$ cat src/rtl/dct_product_accumulator.sv
// dct_product_accumulator
//   Sums TAPS consecutive signed products from the DCT multiplier array into
//   one coefficient, then rounds (half-up), arithmetically shifts by SHIFT
//   and saturates the result to OUT_W bits before handing it downstream.
//
// Ports
//   i_clk          rising-edge clock
//   i_rst          synchronous, active-high reset
//   i_in_valid     i_in_product / i_in_last are valid
//   o_in_ready     accumulator can accept a product (combinational from i_out_ready)
//   i_in_product   signed 2N-bit product
//   i_in_last      marks the final product of a coefficient
//   o_out_valid    o_out_coeff / o_out_sat / o_out_index are valid
//   i_out_ready    downstream accepts the output
//   o_out_coeff    rounded, saturated signed coefficient
//   o_out_sat      o_out_coeff was clipped
//   o_out_index    coefficient index within the block, wraps at TAPS
//   o_frame_err    sticky: i_in_last misaligned with the tap count
//
// TAPS must be a power of two >= 2, and OUT_W must not exceed 2N+clog2(TAPS)+1.

module dct_product_accumulator #(
  parameter int N     = 8,
  parameter int TAPS  = 8,
  parameter int OUT_W = 12,
  parameter int SHIFT = 3
) (
  input  logic                     i_clk,
  input  logic                     i_rst,
  input  logic                     i_in_valid,
  output logic                     o_in_ready,
  input  logic [2*N-1:0]           i_in_product,
  input  logic                     i_in_last,
  output logic                     o_out_valid,
  input  logic                     i_out_ready,
  output logic [OUT_W-1:0]         o_out_coeff,
  output logic                     o_out_sat,
  output logic [$clog2(TAPS)-1:0]  o_out_index,
  output logic                     o_frame_err
);

  localparam int IDX_W = $clog2(TAPS);
  localparam int ACC_W = 2*N + IDX_W;
  // One extra bit so the rounding offset can never wrap the sum.
  localparam int RND_W = ACC_W + 1;

  localparam logic [IDX_W-1:0] LAST_TAP = IDX_W'(TAPS - 1);
  localparam logic [IDX_W-1:0] IDX_ONE  = IDX_W'(1);
  localparam logic [IDX_W-1:0] IDX_ZERO = {IDX_W{1'b0}};

  localparam logic signed [RND_W-1:0] ROUND_ADD =
    (SHIFT > 0) ? $signed(RND_W'(1) << (SHIFT - 1)) : $signed({RND_W{1'b0}});
  localparam logic signed [RND_W-1:0] SAT_MAX =
    $signed({{(RND_W-OUT_W+1){1'b0}}, {(OUT_W-1){1'b1}}});
  localparam logic signed [RND_W-1:0] SAT_MIN =
    $signed({{(RND_W-OUT_W+1){1'b1}}, {(OUT_W-1){1'b0}}});

  // Round half-up, arithmetic shift, clip; returns {clipped, coeff}.
  function automatic logic [OUT_W:0] round_sat(input logic signed [ACC_W-1:0] sum);
    logic signed [RND_W-1:0] rnd;
    logic signed [RND_W-1:0] shf;
    rnd = $signed({sum[ACC_W-1], sum}) + ROUND_ADD;
    shf = rnd >>> SHIFT;
    if (shf > SAT_MAX) begin
      round_sat = {1'b1, SAT_MAX[OUT_W-1:0]};
    end else if (shf < SAT_MIN) begin
      round_sat = {1'b1, SAT_MIN[OUT_W-1:0]};
    end else begin
      round_sat = {1'b0, shf[OUT_W-1:0]};
    end
  endfunction

  logic [IDX_W-1:0]         r_tap_cnt;
  logic signed [ACC_W-1:0]  r_acc;
  logic                     r_out_valid;
  logic [OUT_W-1:0]         r_out_coeff;
  logic                     r_out_sat;
  logic [IDX_W-1:0]         r_out_index;
  logic                     r_frame_err;

  logic                     w_final;
  logic                     w_in_ready;
  logic                     w_in_fire;
  logic                     w_out_fire;
  logic                     w_early_last;
  logic signed [ACC_W-1:0]  w_prod_ext;
  logic signed [ACC_W-1:0]  w_sum;
  logic [OUT_W:0]           w_result;

  assign w_final      = (r_tap_cnt == LAST_TAP);
  // The only stall: a finished sum cannot land while the previous one is still held.
  assign w_in_ready   = !(w_final && r_out_valid && !i_out_ready);
  assign w_in_fire    = i_in_valid && w_in_ready;
  assign w_out_fire   = r_out_valid && i_out_ready;
  assign w_early_last = w_in_fire && i_in_last && !w_final;
  assign w_prod_ext   = $signed({{IDX_W{i_in_product[2*N-1]}}, i_in_product});
  // Tap 0 starts a fresh sum; later taps add onto the running total.
  assign w_sum        = (r_tap_cnt == IDX_ZERO) ? w_prod_ext : (r_acc + w_prod_ext);
  assign w_result     = round_sat(w_sum);

  // Tap counter, running sum and the sticky framing error.
  always_ff @(posedge i_clk) begin
    if (i_rst) begin
      r_tap_cnt   <= IDX_ZERO;
      r_acc       <= {ACC_W{1'b0}};
      r_frame_err <= 1'b0;
    end else if (w_in_fire) begin
      if (w_early_last) begin
        r_tap_cnt   <= IDX_ZERO;
        r_acc       <= {ACC_W{1'b0}};
        r_frame_err <= 1'b1;
      end else if (w_final) begin
        r_tap_cnt   <= IDX_ZERO;
        r_acc       <= {ACC_W{1'b0}};
        r_frame_err <= r_frame_err | !i_in_last;
      end else begin
        r_tap_cnt   <= r_tap_cnt + IDX_ONE;
        r_acc       <= w_sum;
        r_frame_err <= r_frame_err;
      end
    end else begin
      r_tap_cnt   <= r_tap_cnt;
      r_acc       <= r_acc;
      r_frame_err <= r_frame_err;
    end
  end

  // Output holding register; a new result may replace one accepted on the same edge.
  always_ff @(posedge i_clk) begin
    if (i_rst) begin
      r_out_valid <= 1'b0;
      r_out_coeff <= {OUT_W{1'b0}};
      r_out_sat   <= 1'b0;
    end else if (w_in_fire && w_final) begin
      r_out_valid <= 1'b1;
      r_out_coeff <= w_result[OUT_W-1:0];
      r_out_sat   <= w_result[OUT_W];
    end else if (w_out_fire) begin
      r_out_valid <= 1'b0;
      r_out_coeff <= r_out_coeff;
      r_out_sat   <= r_out_sat;
    end else begin
      r_out_valid <= r_out_valid;
      r_out_coeff <= r_out_coeff;
      r_out_sat   <= r_out_sat;
    end
  end

  // Coefficient index: advances per accepted output, restarts on an early in_last.
  always_ff @(posedge i_clk) begin
    if (i_rst) begin
      r_out_index <= IDX_ZERO;
    end else if (w_early_last) begin
      r_out_index <= IDX_ZERO;
    end else if (w_out_fire) begin
      r_out_index <= r_out_index + IDX_ONE;
    end else begin
      r_out_index <= r_out_index;
    end
  end

  assign o_in_ready  = w_in_ready;
  assign o_out_valid = r_out_valid;
  assign o_out_coeff = r_out_coeff;
  assign o_out_sat   = r_out_sat;
  assign o_out_index = r_out_index;
  assign o_frame_err = r_frame_err;

endmodule
$ cat config.mk
export PLATFORM = sky130hd
export DESIGN_NAME = dct_product_accumulator
export DESIGN_NICKNAME = d
export VERILOG_FILES = /design/src/rtl/dct_product_accumulator.sv
export SDC_FILE = /design/constraint.sdc
export NUM_CORES = 1
export LEC_CHECK = 0
export ABC_AREA = 1
export CAP_MARGIN = 25
export CORE_ASPECT_RATIO = 1.25
export CORE_MARGIN = 4
export CORE_UTILIZATION = 53
export CTS_CLUSTER_SIZE = 28
export DETAILED_ROUTE_END_ITERATION = 16
export HOLD_SLACK_MARGIN = 0.1
export PLACE_DENSITY = 0.88
export SYNTH_ARGS = -nofsm -noshare
export SYNTH_HDL_FRONTEND = slang
export SYNTH_SLANG_ARGS = --single-unit
export TNS_END_PERCENT = 100
$ cat constraint.sdc
create_clock -name i_clk -period 3.06 [get_ports i_clk]
set_input_delay 0.765 -clock i_clk [delete_from_list [all_inputs] [get_ports i_clk]]
set_output_delay 0.765 -clock i_clk [all_outputs]
set_load 0.1 [all_outputs]
==> results of run 1 <==
area by class of cell:
cell class	instances	area, sq um	share of cell area, %
inverters	106	402	7.13
multi-input cells	453	3060	54.3
clock inverters	3	47.5	0.844
flip-flops and latches	40	801	14.2
diodes	1	2.50	0.0444
clock buffers	5	68.8	1.22
well taps	90	113	2.00
repair buffers	138	1140	20.2
path summary, 6_finish.rpt:
| kind | startpoint | to | slack [ns] | depth (start not counted) |
|---|---|---|---|---|
| worst max-delay path | i_in_product[0] | o_out_coeff[9]$_SDFFE_PP0P_ | -0.41 | 25 |
| worst min-delay path | o_frame_err$_SDFFE_PP0P_ | o_frame_err$_SDFFE_PP0P_ | 0.49 | 2 |
| worst max register to register | r_acc[0]$_SDFFE_PP0P_ | o_out_coeff[9]$_SDFFE_PP0P_ | -0.35 | 24 |
| worst min register to register | o_frame_err$_SDFFE_PP0P_ | o_frame_err$_SDFFE_PP0P_ | 0.49 | 2 |
state kept, by name (all words and copies together) (netlist names):
| signal | cells |
|---|---|
| r_acc | 19 |
| o_out_coeff | 12 |
| o_out_index | 3 |
| r_tap_cnt | 3 |
| o_frame_err | 1 |
| o_out_sat | 1 |
| o_out_valid | 1 |
cells by family after synthesis:
kind of cell / count (synthesis)
XOR/XNOR: 11
AND/OR/NAND/NOR: 344
AO/OA/AOI/OAI: 74
adder cells (fa/ha/maj): 24
flip-flops: 40
buffers and inverters: 118
worst max-delay path: cells and delay by family:
family | cells | cell delay [ns]
buffers and inverters | 4 | 0.39
AOI/OAI and AO/OA | 2 | 0.27
and+or+nand+nor | 17 | 1.70
adders and majority gates | 2 | 0.53
metrics by stage:
| stage | utilization, % | hold slack (ns) | instances | setup TNS [ns] |
|---|---|---|---|---|
| 3_3_place_gp | 69.8 | 0.459 | 808 | -10.38 |
| 3_5_place_dp | 69.8 | 0.467 | 808 | -12.25 |
| 2_1_floorplan | - | 0.449 | 611 | -0.968 |
| 6_report | 80.2 | 0.491 | 836 | -4.92 |
| 5_1_grt | 80.2 | 0.516 | 836 | -6.56 |
| 4_1_cts | 79.3 | 0.480 | 834 | -1.88 |
where the power goes:
| group | total (mW) | internal (mW) | switching (mW) |
|---|---|---|---|
| Combinational | 1.05 | 0.437 | 0.612 |
| Clock | 0.466 | 0.246 | 0.220 |
| Sequential | 0.559 | 0.537 | 0.0213 |
| Total | 2.07 | 1.22 | 0.854 |
metal layers:
layer	vias up	wire length, um	global-route usage (%)
li1	2186	-	-
met5	-	0	0
met1	2217	5170	32.6
met3	166	1380	5.12
met2	408	7410	61.5
met4	0	1570	25.7
cell usage in the layout, fill, tap and decap left out, types with 2 or more instances in the layout:
| cell | netlist | layout |
|---|---|---|
| or2_2 | 13 | 13 |
| o21ai_0 | 17 | 17 |
| nand3_4 | 3 | 5 |
| o21ai_4 | 1 | 2 |
| nor2_1 | 26 | 13 |
| dfxtp_1 | 40 | 40 |
| a21oi_4 | 1 | 2 |
| nand2_4 | 4 | 9 |
| a21oi_2 | 11 | 14 |
| xor2_1 | 11 | 11 |
| clkdlybuf4s50_1 | 0 | 4 |
| inv_1 | 94 | 83 |
| nand3_2 | 12 | 19 |
| nand3_1 | 43 | 34 |
| o21bai_1 | 2 | 2 |
| nand2_2 | 25 | 44 |
| buf_4 | 0 | 107 |
| ha_1 | 23 | 5 |
| clkinv_4 | 0 | 2 |
| ha_4 | 0 | 18 |
| inv_2 | 11 | 21 |
| buf_12 | 0 | 3 |
| nor2_4 | 7 | 14 |
| buf_6 | 3 | 8 |
| nor3_2 | 1 | 3 |
| nand4_1 | 10 | 10 |
| a21oi_1 | 36 | 32 |
| nor3_1 | 5 | 2 |
| nand2_1 | 184 | 160 |
| nor2_2 | 8 | 14 |
| dlygate4sd2_1 | 0 | 13 |
| clkbuf_8 | 0 | 5 |
timing repair:
action                                  CTS  global route
endpoints found under the hold margin     0             0
setup buffers                            16             4
pin swaps                                38            37
gates resized for setup                  97            35
hold buffers                              0             0
endpoints found under the setup margin   13            13
cloned                                    2             0
==> results.yml, run 1 <==
run_status:
  status: "complete, but fails checks"
  violations: "negative setup slack"
worst_setup_path:
  crit_type: "in -> reg"
  end_kind: "flop"
  crit_fanout: 6
  critical_path.slowest_cell: "fa_2"
  start_kind: "input port"
  crit_path_frequent_cell: "nand2_1"
  slowest_delay_ns: 0.40
  critPathArrivalTime_ns: 3.65
  cp_data_required_time_ns: 3.24
placement:
  place_congestion: 0.945
  dp_hpwl_mm: 8.86
  place_area_sq_um: 4900
  port_buffers: 39
  place_worst_setup_slack_ns: -0.969
logic_synthesis:
  synthMuxAreaShare_pct: 0
  synth_top_family_by_area: "simple AND/OR/NAND/NOR gates"
  async_flop_share_pct: 0
  synth-edff-count: 0
  yosys.area_share.simple_pct: 44.5
  synth-seq-cells: 40
  synth_compound_area_share_pct: 11.8
  ys_warn_count: 0
  synth.most_common_cell: "nand2_1"
  netlist_instances: 611
  synth_fa_ha_area_share_pct: 8.03
  synth_top_cell_area_share_pct: 20.9
  synth-xor-area-share_pct: 2.51
  ys.flop_type: "dfxtp_1"
  syn_nets: 656
  synth_area_sq_um: 3830
  syn_area_per_cell_sq_um: 6.27
  yosys-top-cells-count: "nand2_1 (184), inv_1 (94), nand3_1 (43)"
  synth_area_leaders: "dfxtp_1 (21%), nand2_1 (18%), inv_1 (9.2%), ha_1 (7.5%), nand3_1 (5.6%)"
  ys_seq_area_share_pct: 20.9
  synth_area_leader_cell: "dfxtp_1"
  ys_types: 38
global_route:
  grt_usage_pct: 32.9
  grt_max_degree: 29
  first_global_vias: 4981
  grt_first_pass_wirelength_mm: 22.9
  grt_overflow_total: 0
  antenna_found_initial: 1
finish:
  synthToLayoutAreaGrowth_pct: 47.0
  fill_cells: 390
  fin_nets: 789
  final_area_sq_um: 5630
  drive_gt1_share_pct: 41.7
hold_path:
  min_path_type: "reg -> reg"
timing:
  hold_viol: 0
  setup_slack_ns: -0.413
  finalMaxSlewViolations: 0
  rsz0062_at_grt: "true"
  fmax_mhz: 288
  worst_slew_pin_slew_ns: 0.412
  layout_min_cycle_time_ns: 3.47
  slew_headroom_pct: 72.5
  skew_ns: 0.0128
  finalSetupViolations: 13
  fin_crit_sh_pct: 113
clock_network:
  clkLatencyLatePin_ns: 0.31
  clockBufferDepth: 2
  cts_sinks: 40
  tritoncts: "yes"
  htree_num_levels: 2
  root_buffer: "clkbuf_8"
  cts_inserted_buffers: 5
  clk_pin_slew_worst_paths_ns: 0.09
floorplanning:
  core-area_sq_um: 7020
  initial_core_util_pct: 54.6
  ios: 40
  std_cell_rows: 34
  dieArea_sq_um: 8660
  dieWidth_um: 84.0
  die_height_um: 103
power:
  power.density_nw_per_um2: 368
  ir_drop_mv: 0.232
  leakagePower_nw: 2.75
  finalPower_mw: 2.07
detailed_routing:
  totalWireLength_mm: 15.5
  first_pass_iters: 8
  vias: 4977
  routedWlPerCell_um: 18.6
  via_per_inst: 5.95
  drc: 0
  drt-initial-drc-count: 730
  postRouteAntennaNets: 0
run:
  drv_cap: 0
No activity file was read; power rests on OpenSTA's default activity.
==> run 2, diff against run 1 <==
--- a/config.mk
+++ b/config.mk
@@ -7,7 +7,6 @@
 export LEC_CHECK = 0
 export ABC_AREA = 1
 export CAP_MARGIN = 25
-export CORE_ASPECT_RATIO = 1.25
 export CORE_MARGIN = 4
 export CORE_UTILIZATION = 53
 export CTS_CLUSTER_SIZE = 28
==> constraint.sdc (replaced) <==
create_clock -name i_clk -period 3.06 [get_ports i_clk]
set_input_delay 0.612 -clock i_clk [delete_from_list [all_inputs] [get_ports i_clk]]
set_output_delay 0.612 -clock i_clk [all_outputs]
set_load 0.1 [all_outputs]
==> results.yml, run 2 (synthesis results as in run 1) <==
timing:
  rsz0062_at_grt: "true"
  hold_viol: 0
  fin_crit_sh_pct: 109
  finalSetupViolations: 12
  setup_slack_ns: -0.268
  finalMaxSlewViolations: 0
  slew_headroom_pct: 63.7
  layout_min_cycle_time_ns: 3.33
  setup_tns_ns: -2.43
  worst_slew_pin_slew_ns: 0.538
  fmax_mhz: 300
  skew_ns: 0.0162
floorplanning:
  initial_core_util_pct: 55.5
  ios: 40
  std_cell_rows: 30
  dieWidth_um: 93.0
  dieArea_sq_um: 8650
  die_height_um: 93.0
  core-area_sq_um: 6910
placement:
  place_worst_setup_slack_ns: -0.760
  place_congestion: 0.917
  dp_hpwl_mm: 9.01
  place_area_sq_um: 4880
  port_buffers: 39
detailed_routing:
  routedWlPerCell_um: 19.0
  via_per_inst: 5.92
  vias: 4983
  totalWireLength_mm: 16.0
  first_pass_iters: 14
  postRouteAntennaNets: 0
  drc: 1
  drt-initial-drc-count: 589
power:
  ir_drop_mv: 0.271
  power.clock.fraction_pct: 23.4
  p_sw_mw: 0.870
  share_seq_of_total_power_pct: 26.7
  comb_power_share_pct: 50.0
  power.density_nw_per_um2: 374
  p_int_mw: 1.22
  leakagePower_nw: 2.76
  p_sw_share_pct: 41.7
global_route:
  grt_overflow_total: 0
  grt_max_degree: 24
  grt_first_pass_wirelength_mm: 21.8
  first_global_vias: 4765
  antenna_found_initial: 0
  grt_usage_pct: 31.3
worst_setup_path:
  crit_chain: "buf_8, ha_4, inv_2, fa_2, inv_2, nand2_2, buf_6, nand2_4, o21ai_4, nand3_2, nor2_4, nand2_2, nor2_4, nand3_2, nor2_4, buf_6, nand4_1, nand2_2, buf_6, nand3_4, o21ai_4, clkbuf_16, nand2_2, a21oi_2"
  crit_path_frequent_cell: "nand2_2"
  critical_path.slowest_cell: "o21ai_4"
  r2r_slack_ns: -0.26
  slowest_delay_ns: 0.25
  cp_data_required_time_ns: 3.31
  critPathArrivalTime_ns: 3.57
  cp_num_buf_inv: 7
  crit_family: "simple AND/OR/NAND/NOR gates"
  crit_type: "in -> reg"
  start_kind: "input port"
  end_kind: "flop"
  crit_fanout: 6
finish:
  finish.utilization_pct: 80.9
  final_area_sq_um: 5590
  largest_reg_flops: 19
  final_common_cell: "nand2_1"
  final_cell_mix: "nand2_1 (166), buf_4 (110), inv_1 (85)"
  antenna_cells: 0
  largest_register: "r_acc"
  fin_nets: 790
  synthToLayoutAreaGrowth_pct: 45.9
  drive_gt1_share_pct: 39.9
run_status:
  violations: "design-rule violations, negative setup slack"
  status: "complete, but fails checks"
clock_network:
  root_buffer: "clkbuf_8"
  htree_num_levels: 2
  clkLatencyLatePin_ns: 0.32
  clk_pin_slew_worst_paths_ns: 0.10
  cts_sinks: 40
  tritoncts: "yes"
  clockBufferDepth: 2
  cts_inserted_buffers: 5
hold_path:
  min_path_type: "reg -> reg"
run:
  drv_cap: 0
==> run 2: path summary, 6_finish.rpt <==
| kind | start | to | cells after the start |
|---|---|---|---|
| worst max register to register | r_acc[0]$_SDFFE_PP0P_ | o_out_coeff[3]$_SDFFE_PP0P_ | 23 |
| worst min register to register | o_frame_err$_SDFFE_PP0P_ | o_frame_err$_SDFFE_PP0P_ | 2 |
| worst min-delay path | o_frame_err$_SDFFE_PP0P_ | o_frame_err$_SDFFE_PP0P_ | 2 |
| worst max-delay path | i_in_product[0] | o_out_coeff[3]$_SDFFE_PP0P_ | 24 |
==> run 2: worst reg2reg max path, cell delays in order (launching register included) <==
cell,delay [ns]
dfxtp_2,0.36
ha_4,0.14
inv_2,0.04
fa_2,0.35
inv_2,0.09
nand3_1,0.15
nand2_2,0.15
nand2_2,0.07
nand3_4,0.10
nand2_4,0.08
nor2_4,0.13
nand2_2,0.10
nor2_4,0.13
nand3_2,0.10
nor2_4,0.13
buf_6,0.10
nand4_1,0.08
nand2_2,0.10
buf_6,0.10
nand3_4,0.06
o21ai_4,0.25
clkbuf_16,0.21
nand2_2,0.07
a21oi_2,0.16
==> run 2: through the flow <==
stage / std cells / hold WS [ns] / power (mW)
2_1_floorplan: 611 / 0.449 / 1.05
3_3_place_gp: 812 / 0.458 / 1.33
3_5_place_dp: 812 / 0.462 / 1.36
4_1_cts: 830 / 0.474 / 1.90
5_1_grt: 842 / 0.505 / 2.16
6_report: 842 / 0.481 / 2.09
==> run 2: layer usage <==
layer | wire, um | global-route usage, %
met2 | 7540 | 56.6
met5 | 0 | 0
met3 | 1470 | 5.47
met1 | 5470 | 33.7
met4 | 1470 | 19.0
==> run 2: power groups by stage <==
stage,clock network (mW),logic (mW),registers (mW)
floorplan,0,0.486,0.564
global placement,0,0.768,0.560
detailed placement,0,0.800,0.562
CTS,0.470,0.874,0.555
global route,0.500,1.10,0.558
finish,0.488,1.04,0.558
==> run 2: area by class of cell <==
cell class,count,area (sq um)
clock buffers,5,68.8
repair buffers,139,1160
well taps,96,120
fillers,427,1320
inverters,106,402
flip-flops and latches,40,802
multi-input cells,453,2980
clock inverters,3,46.3
==> run 2: repair_timing <==
action,in CTS,in global routing
buffers inserted,9,11
hold buffers,0,0
gates cloned,1,1
pin swaps,34,37
resized for setup,72,45
setup endpoints to repair,13,13
hold endpoints to repair,0,0
==> run 3, diff against run 2 <==
--- a/config.mk
+++ b/config.mk
@@ -7,10 +7,13 @@
 export LEC_CHECK = 0
 export ABC_AREA = 1
 export CAP_MARGIN = 25
+export CORE_ASPECT_RATIO = 2
 export CORE_MARGIN = 4
 export CORE_UTILIZATION = 53
+export CTS_CLUSTER_DIAMETER = 100
 export CTS_CLUSTER_SIZE = 28
 export DETAILED_ROUTE_END_ITERATION = 16
+export GPL_ROUTABILITY_DRIVEN = 0
 export HOLD_SLACK_MARGIN = 0.1
 export PLACE_DENSITY = 0.88
 export SYNTH_ARGS = -nofsm -noshare
==> results.yml, run 3 (synthesis results as in run 1) <==
worst_setup_path:
  start_kind: "flop"
  critical_path.slowest_cell: "dfxtp_1"
  crit_chain: "inv_1, fa_2, inv_2, nand3_2, nand2_2, buf_4, nand2_2, nand3_4, nand3_4, nor2_4, nand3_4, nor3_4, nand3_2, nand2_2, nand2_4, inv_2, nand3_2, a21oi_2, buf_4, buf_12, a21oi_2"
  end_kind: "flop"
  cp_num_buf_inv: 6
  cp_data_required_time_ns: 3.23
  crit_type: "reg -> reg"
  slowest_delay_ns: 0.43
  critPathArrivalTime_ns: 3.98
  crit_fanout: 6
  r2r_slack_ns: -0.74
  crit_family: "simple AND/OR/NAND/NOR gates"
timing:
  setup_slack_ns: -0.743
  finalSetupViolations: 13
  fin_crit_sh_pct: 124
  hold_viol: 0
  fmax_mhz: 263
  finalMaxSlewViolations: 0
  slew_headroom_pct: 70.0
  layout_min_cycle_time_ns: 3.80
  skew_ns: 0.0105
  setup_tns_ns: -8.67
  worst_slew_pin_slew_ns: 0.450
  whs_ns: 0.507
  rsz0062_at_grt: "true"
global_route:
  grt_overflow_total: 0
  first_global_vias: 5223
  grt_max_degree: 24
  grt_usage_pct: 38.5
  grt_first_pass_wirelength_mm: 25.1
  antenna_found_initial: 0
clock_network:
  htree_num_levels: 2
  cts_inserted_buffers: 5
  cts_sinks: 40
  clockBufferDepth: 2
  clkLatencyLatePin_ns: 0.30
  root_buffer: "clkbuf_16"
  holdBufCountCts: 0
  tritoncts: "yes"
  clk_pin_slew_worst_paths_ns: 0.07
power:
  leakagePower_nw: 2.94
  comb_power_share_pct: 49.3
  p_sw_share_pct: 41.6
  share_seq_of_total_power_pct: 23.5
  power.clock.fraction_pct: 27.2
  power.density_nw_per_um2: 400
  p_sw_mw: 0.990
  ir_drop_mv: 0.217
  p_int_mw: 1.39
detailed_routing:
  via_per_inst: 6.53
  vias: 5542
  first_pass_iters: 14
  totalWireLength_mm: 20.0
  routedWlPerCell_um: 23.5
  postRouteAntennaNets: 0
  drt-initial-drc-count: 821
  drc: 0
finish:
  final_common_cell: "nand2_1"
  final_cell_mix: "nand2_1 (146), buf_4 (123), inv_1 (83)"
  antenna_cells: 0
  largest_reg_flops: 19
  fin_nets: 803
  drive_gt1_share_pct: 45.6
  synthToLayoutAreaGrowth_pct: 55.2
  largest_register: "r_acc"
  fill_cells: 353
floorplanning:
  dieArea_sq_um: 8740
  dieWidth_um: 68.1
  ios: 40
  core-area_sq_um: 6990
  die_height_um: 128
  std_cell_rows: 43
  initial_core_util_pct: 54.8
hold_path:
  min_path_type: "reg -> reg"
run:
  drv_cap: 0
run_status:
  violations: "negative setup slack"
  status: "complete, but fails checks"
placement:
  port_buffers: 39
  place_worst_setup_slack_ns: -0.776
  dp_hpwl_mm: 9.52
## run 3: changes by cell type in the layout (fill, tap and decap cells not counted), sizes merged
cell and change:
clkbuf -1, inv -1, dlymetal6s2s +1, clkinv +1, buf +13, clkdlybuf4s15 +2, dlygate4sd2 -2
## run 3: power by group through the flow
stage / sequential (mW) / clock [mW] / combinational (mW)
after global placement: 0.559 / 0 / 0.781
after global routing: 0.559 / 0.655 / 1.23
after floorplan: 0.564 / 0 / 0.486
after detailed placement: 0.560 / 0 / 0.813
final: 0.558 / 0.646 / 1.17
after CTS: 0.554 / 0.621 / 0.909
## run 3: final cells by class
type | instances | area, sq um | share of cell area (%)
Multi-Input combinational cell | 453 | 3180 | 53.6
Timing Repair Buffer | 152 | 1280 | 21.5
Sequential cell | 40 | 802 | 13.5
Inverter | 106 | 402 | 6.76
Clock buffer | 5 | 125 | 2.10
Tap cell | 90 | 113 | 1.89
Clock inverter | 3 | 42.5 | 0.716
## run 3: worst register-to-register path, delay by kind of cell, from the launching register on
family / cells / cell delay, ns
compound gates: 2 / 0.30
simple gates: 12 / 1.83
fa+ha+maj: 1 / 0.40
flops: 1 / 0.43
buf+inv: 6 / 0.72
## run 3: final timing paths
path,startpoint,cells past startpoint,end
min reg2reg,r_acc[18]$_SDFFE_PP0P_,2,r_acc[18]$_SDFFE_PP0P_
max,r_acc[1]$_SDFFE_PP0P_,21,o_out_coeff[8]$_SDFFE_PP0P_
max reg2reg,r_acc[1]$_SDFFE_PP0P_,21,o_out_coeff[8]$_SDFFE_PP0P_
min,r_acc[18]$_SDFFE_PP0P_,2,r_acc[18]$_SDFFE_PP0P_
## run 3: per-stage QoR
stage	cell area [sq um]	utilization [%]	total power, mW	std cells
after floorplan	3840	-	1.05	611
after global placement	4940	70.6	1.34	815
after detailed placement	4940	70.6	1.37	815
after CTS	5560	79.5	2.08	835
after global routing	5940	85.0	2.44	849
final	5940	85.0	2.38	849
## run 3: what timing repair did
action	4_1_cts	5_1_grt
pin swaps	35	53
setup buffers	11	13
endpoints found under the hold margin	0	0
gates cloned	1	1
resized for setup	91	76
endpoints found under the setup margin	13	13
## run 3: per-layer routing
| layer | wire (um) | global-route usage, % | part of all wire, % | vias up |
|---|---|---|---|---|
| met2 | 8910 | 63.9 | 45 | 585 |
| li1 | - | - | - | 2226 |
| met5 | 0 | 0 | 0 | - |
| met1 | 5950 | 37.9 | 30 | 2460 |
| met3 | 2550 | 9.47 | 13 | 271 |
| met4 | 2550 | 33.3 | 13 | 0 |
